--- src/rtl/alu_pkg.sv ---
// alu_pkg: op codes, flag layout and flag packing shared by the ALU and its result stage
package alu_pkg;
  localparam int FLAG_W = 4;
  localparam logic [3:0] OP_ADD = 4'h0;
  localparam logic [3:0] OP_SUB = 4'h1;
  localparam int FLAG_C = 0;
  localparam int FLAG_V = 1;
  localparam int FLAG_Z = 2;
  localparam int FLAG_N = 3;
  function automatic logic [FLAG_W-1:0] pack_flags(input logic n, input logic z, input logic v, input logic c);
    logic [FLAG_W-1:0] f;
    f = '0;
    f[FLAG_N] = n;
    f[FLAG_Z] = z;
    f[FLAG_V] = v;
    f[FLAG_C] = c;
    return f;
  endfunction
endpackage

--- src/rtl/alu_sync_fifo.sv ---
// alu_sync_fifo: valid/ready FIFO with extra-MSB pointers; head reads zero when empty
module alu_sync_fifo #(
  parameter int WIDTH = 8,
  parameter int DEPTH = 4
) (
  input  logic             clk,
  input  logic             rst,
  input  logic             in_valid,
  output logic             in_ready,
  input  logic [WIDTH-1:0] in_data,
  output logic             out_valid,
  input  logic             out_ready,
  output logic [WIDTH-1:0] out_data
);
  localparam int AW = $clog2(DEPTH);
  logic [AW:0]      wr_ptr, rd_ptr;
  logic [WIDTH-1:0] mem [DEPTH];
  logic             push, pop, empty, full;
  assign empty     = wr_ptr == rd_ptr;
  assign full      = (wr_ptr[AW] != rd_ptr[AW]) && (wr_ptr[AW-1:0] == rd_ptr[AW-1:0]);
  assign in_ready  = !full;
  assign out_valid = !empty;
  assign push      = in_valid && !full;
  assign pop       = out_ready && !empty;
  assign out_data  = empty ? '0 : mem[rd_ptr[AW-1:0]];
  always_ff @(posedge clk) begin
    if (rst) begin
      wr_ptr <= '0;
      rd_ptr <= '0;
    end else begin
      if (push) wr_ptr <= wr_ptr + {{AW{1'b0}}, 1'b1};
      if (pop) rd_ptr <= rd_ptr + {{AW{1'b0}}, 1'b1};
    end
  end
  always_ff @(posedge clk) begin
    if (push) mem[wr_ptr[AW-1:0]] <= in_data;
  end
endmodule

--- src/rtl/alu_result_stage.sv ---
// alu_result_stage: buffers ALU results for a valid/ready consumer and tracks sticky C/V plus a saturating overflow count
module alu_result_stage import alu_pkg::*; #(
  parameter int WIDTH = 32,
  parameter int DEPTH = 4,
  parameter int CNT_W = 16
) (
  input  logic              clk,
  input  logic              rst,
  input  logic              in_valid,
  output logic              in_ready,
  input  logic [3:0]        in_op,
  input  logic [WIDTH-1:0]  in_y,
  input  logic              in_carry,
  input  logic              in_overflow,
  input  logic              in_zero,
  input  logic              in_negative,
  output logic              out_valid,
  input  logic              out_ready,
  output logic [3:0]        out_op,
  output logic [WIDTH-1:0]  out_y,
  output logic [FLAG_W-1:0] out_flags,
  output logic              sticky_c,
  output logic              sticky_v,
  output logic [CNT_W-1:0]  ovf_count,
  input  logic              sticky_clr
);
  localparam int DW = 4 + WIDTH + FLAG_W;
  logic [FLAG_W-1:0] in_flags;
  logic [DW-1:0]     rdata;
  logic              push, set_c, set_v;
  assign in_flags = pack_flags(in_negative, in_zero, in_overflow, in_carry);
  assign push     = in_valid && in_ready;
  assign set_c    = push && in_flags[FLAG_C];
  assign set_v    = push && in_flags[FLAG_V];
  assign {out_op, out_y, out_flags} = rdata;
  alu_sync_fifo #(.WIDTH(DW), .DEPTH(DEPTH)) u_fifo (
    .clk(clk), .rst(rst),
    .in_valid(in_valid), .in_ready(in_ready), .in_data({in_op, in_y, in_flags}),
    .out_valid(out_valid), .out_ready(out_ready), .out_data(rdata)
  );
  // a push-set event in the clear cycle survives the clear
  always_ff @(posedge clk) begin
    if (rst) begin
      sticky_c  <= 1'b0;
      sticky_v  <= 1'b0;
      ovf_count <= '0;
    end else begin
      sticky_c  <= set_c || (sticky_c && !sticky_clr);
      sticky_v  <= set_v || (sticky_v && !sticky_clr);
      ovf_count <= set_v ? (sticky_clr ? CNT_W'(1) : (&ovf_count ? ovf_count : ovf_count + CNT_W'(1)))
                         : (sticky_clr ? '0 : ovf_count);
    end
  end
endmodule

--- config.mk ---
export PLATFORM = sky130hd
export DESIGN_NAME = alu_result_stage
export DESIGN_NICKNAME = d
export VERILOG_FILES = /design/src/rtl/alu_pkg.sv /design/src/rtl/alu_sync_fifo.sv /design/src/rtl/alu_result_stage.sv
export SDC_FILE = /design/constraint.sdc
export NUM_CORES = 1
export LEC_CHECK = 0
export BUFFER_PORTS_ARGS = -buffer_cell sky130_fd_sc_hd__clkbuf_2
export CELL_PAD_IN_SITES_DETAIL_PLACEMENT = 1
export CELL_PAD_IN_SITES_GLOBAL_PLACEMENT = 2
export CORE_ASPECT_RATIO = 0.75
export CORE_MARGIN = 4
export CORE_UTILIZATION = 45
export CTS_BUF_LIST = sky130_fd_sc_hd__clkbuf_4 sky130_fd_sc_hd__clkbuf_8 sky130_fd_sc_hd__clkbuf_16
export DETAILED_ROUTE_END_ITERATION = 12
export PLACE_DENSITY_LB_ADDON = 0.1
export SLEW_MARGIN = 20
export SYNTH_ARGS = -nofsm -noshare
export SYNTH_HDL_FRONTEND = slang
export SYNTH_SLANG_ARGS = --single-unit
--- constraint.sdc ---
create_clock -name clk -period 6.9 [get_ports clk]
set_clock_uncertainty 0.1 [all_clocks]
set_input_delay 0.345 -clock clk [delete_from_list [all_inputs] [get_ports clk]]
set_output_delay 0.345 -clock clk [all_outputs]
set_load 0.01 [all_outputs]
* Yosys cells after proc, flatten, opt, wreduce, memory -nomap -nowiden
Memory sizes are Yosys's and may differ from the RTL's. A register that Yosys moved wholly into a read port is not among the register bits. Index checks and enable logic that the tools add are counted.
Operators by class: equal/unequal tests 4, $add $sub $neg 3, mux-type cells 9, reduce and logical (&&, ||, !) cells 15
Operators by type and width (number):
- $mux W16 | 4
- $mux W40 | 1
- $add A16 B1 Y16 const B | 1
- $reduce_and A16 Y1 | 1
- $logic_and A1 B1 Y1 | 7
- $add A3 B1 Y3 const B | 2
- $mux W2 | 2
- $eq A3 B3 Y1 | 1
- $logic_not A1 Y1 | 3
- $eq A2 B2 Y1 | 1
- $logic_or A1 B1 Y1 | 2
- $mux W1 | 2
- $ne A2 B2 Y1 const B | 1
- $reduce_and A2 Y1 | 1
- $reduce_bool A2 Y1 | 1
- $ne A1 B1 Y1 | 1
Storage, ports and cells: memories kept 1, memory bits (writable) 160, bits in registers 24, output and inout bits 60, logic and storage cells 37
Memory list:
- u_fifo.mem | words 4, width 40, rd ports 1, clocked after Yosys merged registers in 1, wr ports 1, line alu_sync_fifo.sv:17 | logic [WIDTH-1:0] mem [DEPTH];

* Longest topological paths before layout
depth in word-level cells 7, gate-level depth with buffers 6, gate-level depth less buffers 6

* By module
From an unflattened synthesis, not the netlist that was laid out.
Unflattened totals: cell total of the unflattened synthesis 443, area, all modules 7633.6 sq um
By module, submodules not included:
- alu_sync_fifo | area each 6606.3 sq um, cells each 324, times used 1
- alu_result_stage | area each 1027.2 sq um, cells each 119, times used 1

* Least setup slack after synthesis
No wires, ideal clock.
path type register to register, start register u_fifo.wr_ptr[1], end memory u_fifo.mem[3][0] (netlist bit) (enable), required time 6397 ps, arrival time 1991 ps, path buffers 0, path slack 4406 ps, cell stages (with the launch flop) 4, cells stage by stage dfxtp_1 xor2_1 o31a_1 and2_1
Between the ends: cells in the longest elaborated chain, start to end 6
Ends and longest elaborated chain:
- start: declaration | line alu_sync_fifo.sv:16 | logic [AW:0] wr_ptr, rd_ptr;
- start signal: assignment | line alu_sync_fifo.sv:31 | if (push) wr_ptr <= wr_ptr + {{AW{1'b0}}, 1'b1};
- $eq A2 B2 Y1 | line alu_sync_fifo.sv:20 | assign full = (wr_ptr[AW] != rd_ptr[AW]) && (wr_ptr[AW-1:0] == rd_ptr[AW-1:0]);
- $logic_and A1 B1 Y1 | line alu_sync_fifo.sv:20
- $logic_not A1 Y1 | line alu_sync_fifo.sv:23 | assign push = in_valid && !full;
- $logic_and A1 B1 Y1 | line alu_sync_fifo.sv:23
- $mux W1 | line alu_sync_fifo.sv:36 | if (push) mem[wr_ptr[AW-1:0]] <= in_data;
- $mux W1 (implied by the code) | line alu_sync_fifo.sv:36
- end: declaration | line alu_sync_fifo.sv:17
Parallel ways exist; a longest one is shown, timed or not.

==> metrics.md <==
| Metric | Value |
|---|---|
| Fin util | `54.36%` |
| Peak VDD IR | `0.2014 mV` |
| Max clock buf depth | `2` |
| Root Buffer | `clkbuf_16` |
| CTS Hold Buffers Added | `0` |
| Tightest Hold Check Type | `input port to flop` |
| Cts repair resizes | `0` |
| Placer Congestion | `0.7343` |
| Post-synthesis cell area | `7317 sq um` |
| Final hold vios | `0` |
| Post-synthesis cell count | `396` |
| Most common cell after layout, fill and taps aside | `edfxtp_1` |
| Vias in the first global route | `4031` |
| CTS buffer count | `17` |
| Post-Route WL | `14320 um` |
| DR vias | `3815` |
| Total core area | `15970 sq um` |
| Area of the die | `18390 sq um` |
| Fmax | `368.3 MHz` |
| Chip width | `155.2 um` |
| Layout cells sized above 1 | `36.63%` |
| Total GRT Usage | `16.41%` |
| Largest net degree at the start of global routing | `44` |
| Worst Setup Start Kind | `flop` |
| Power Density | `320.2 nW/um^2` |
| Status | `complete, no violations` |
| Worst-path clk slew | `0.07 ns` |
| N_diodes | `0` |
| Post-route DRC | `0` |
| DIE HEIGHT | `118.4 um` |
| Unrepaired setup endpoints after global routing | `no` |
| Footprint of the multi-input gates | `1922 sq um` |
| Fin crit period | `2.715 ns` |
| Slew of the pin with the lowest slew margin | `0.8273 ns` |
| Drt pass-1 iters | `4` |
| Antenna violation net count after detailed routing | `0` |
| Port-buffer cells | `104` |
| Synth warn | `0` |
| Filler instances | `1497` |
| Initial Util | `45.83%` |
| Dpl cell area | `8063 sq um` |
| Clock latency on the worst-skew pair | `0.42 ns` |
| Ports | `105` |
| WL per Instance | `19.73 um` |
| Cell area after layout | `8678 sq um` |
| Critical path class | `flop to primary output` |
| H-tree depth | `4` |
| Initial antenna violation count | `0` |
| WP data arrival | `2.27 ns` |
| Post-synthesis cell type count | `40` |
| CTS tree | `built` |
| Avg Inst Size Synth | `18.48 sq um` |
| Reg area | `5333 sq um` |
| HPWL after detailed placement | `8856 um` |
| Slew Limit Fails | `0` |
| Grt ovf | `0` |
| Setup violators final | `0` |
| First-pass GRT wire length | `22690 um` |
| Sequential share of the synthesized area | `72.78%` |
| Cell Rows | `40` |
| Layout area overhead | `18.60%` |
| Nets@finish | `554` |
| Worst-path fanout max | `40` |
| Iter 0 DRT Violations | `255` |
| Critical Path End Type | `primary output` |
| Period utilization | `39.35%` |
| CP required | `6.45 ns` |
| Commonest non-fill, non-tap cells in the layout | `edfxtp_1, clkbuf_2, and2_1` |
| Max Cap Violations | `0` |
| Slew HR | `44.85%` |
| Clock sink count | `186` |
| Setup TNS | `0 ns` |
| Post-CTS setup buffers | `0` |
| Vias/cell | `5.255` |
| Syn Nets | `447` |
| #FFs+latches synth | `186` |
| Leak | `3.016 nW` |
==> through the flow <==
| stage | hold slack [ns] | instances | setup slack (ns) | total power [W] |
|---|---|---|---|---|
| after floorplan | 0.3439 | 396 | 4.406 | 0.001642 |
| after global placement | 0.3582 | 693 | 4.378 | 0.001821 |
| after detailed placement | 0.3822 | 694 | 4.275 | 0.001832 |
| after CTS | 0.01722 | 726 | 4.087 | 0.002820 |
| after global routing | 0.01978 | 726 | 3.972 | 0.002916 |
| final | 0.04063 | 726 | 4.185 | 0.002779 |
==> state kept, by name (all words and copies together) (netlist names), named ones only <==
register	count
u_fifo.mem	160
ovf_count	16
u_fifo.rd_ptr	3
u_fifo.wr_ptr	3
sticky_c	1
sticky_v	1
==> worst max-delay path: stages, from the launching register on <==
cell and delay, ns:
dfxtp_4 0.88, mux4_2 0.62, and2_1 0.18, clkbuf_2 0.13
==> worst paths after layout <==
check	startpoint	to	slack, ns	cells past startpoint
setup / recovery	flop	out_y[31]	4.18	3
hold / removal	in_y[16]	u_fifo.mem[0][20]	0.04	1
setup reg to reg	u_fifo.wr_ptr[1]	u_fifo.mem[3][17]	4.48	4
hold reg to reg	sticky_v	sticky_v	0.39	2
==> layout make-up <==
| type | count | share of cell area (%) |
|---|---|---|
| Clock buffer | 18 | 4.988 |
| Clock inverter | 14 | 1.946 |
| Inverter | 3 | 0.1298 |
| Multi-Input combinational cell | 189 | 22.15 |
| Sequential cell | 186 | 61.45 |
| Tap cell | 210 | 3.028 |
| Timing Repair Buffer | 106 | 6.315 |
==> power by group <==
part | total (W) | switching, W | internal (W) | leakage (nW)
combinational | 0.000448 | 0.000221 | 0.000227 | 1.05
sequential | 0.00134 | 0.0000662 | 0.00128 | 1.68
clock | 0.000987 | 0.000411 | 0.000576 | 0.285
==> routing by layer <==
layer / track usage (%) / up-vias / routed length [um]
met1: 22.65 / 1960 / 6622
met3: 4.649 / 13 / 749
met5: 0 / - / 0
met4: 4.921 / 0 / 138
li1: - / 1759 / -
met2: 25.62 / 83 / 6815
==> cell usage after synthesis <==
master / number / share of area [%]
and4_1: 1 / 0.12
nand4_1: 2 / 0.17
nor4_2: 1 / 0.17
nand3_1: 9 / 0.62
nor4_4: 1 / 0.29
nand4_4: 1 / 0.29
o31ai_2: 1 / 0.17
nor2_1: 24 / 1.2
or2_2: 1 / 0.086
edfxtp_1: 160 / 66
xnor2_1: 15 / 1.8
a21oi_1: 5 / 0.34
a211oi_1: 1 / 0.10
nand2b_1: 2 / 0.17
mux4_2: 40 / 12
nand2_1: 3 / 0.15
and3_1: 3 / 0.26
nor2b_1: 1 / 0.086
nor3b_1: 1 / 0.10
nand3b_1: 1 / 0.10
o21ai_0: 1 / 0.068
a41o_1: 1 / 0.14
ha_1: 6 / 1.0
mux2i_1: 2 / 0.27
inv_1: 3 / 0.15
buf_1: 1 / 0.051
or3_1: 1 / 0.086
clkbuf_1: 12 / 0.62
nor3_1: 6 / 0.41
dfxtp_1: 26 / 7.1
buf_2: 4 / 0.27
or3b_1: 1 / 0.12
a311oi_1: 1 / 0.12
buf_4: 1 / 0.10
o31a_1: 2 / 0.24
nor4b_1: 1 / 0.12
xor2_1: 3 / 0.36
xor2_2: 1 / 0.22
and2_1: 45 / 3.8
nor4_1: 5 / 0.43
==> cells by family after synthesis <==
group | after synthesis | share of synthesized area [%]
DFF | 186 | 72.78
and+or+nand+nor | 110 | 8.858
xor gates and xnor gates | 19 | 2.377
muxes | 42 | 12.59
adders and majority gates | 6 | 1.026
buffers and inverters | 21 | 1.197
AOI/OAI and AO/OA | 12 | 1.180
No activity file was read; power rests on OpenSTA's default activity.
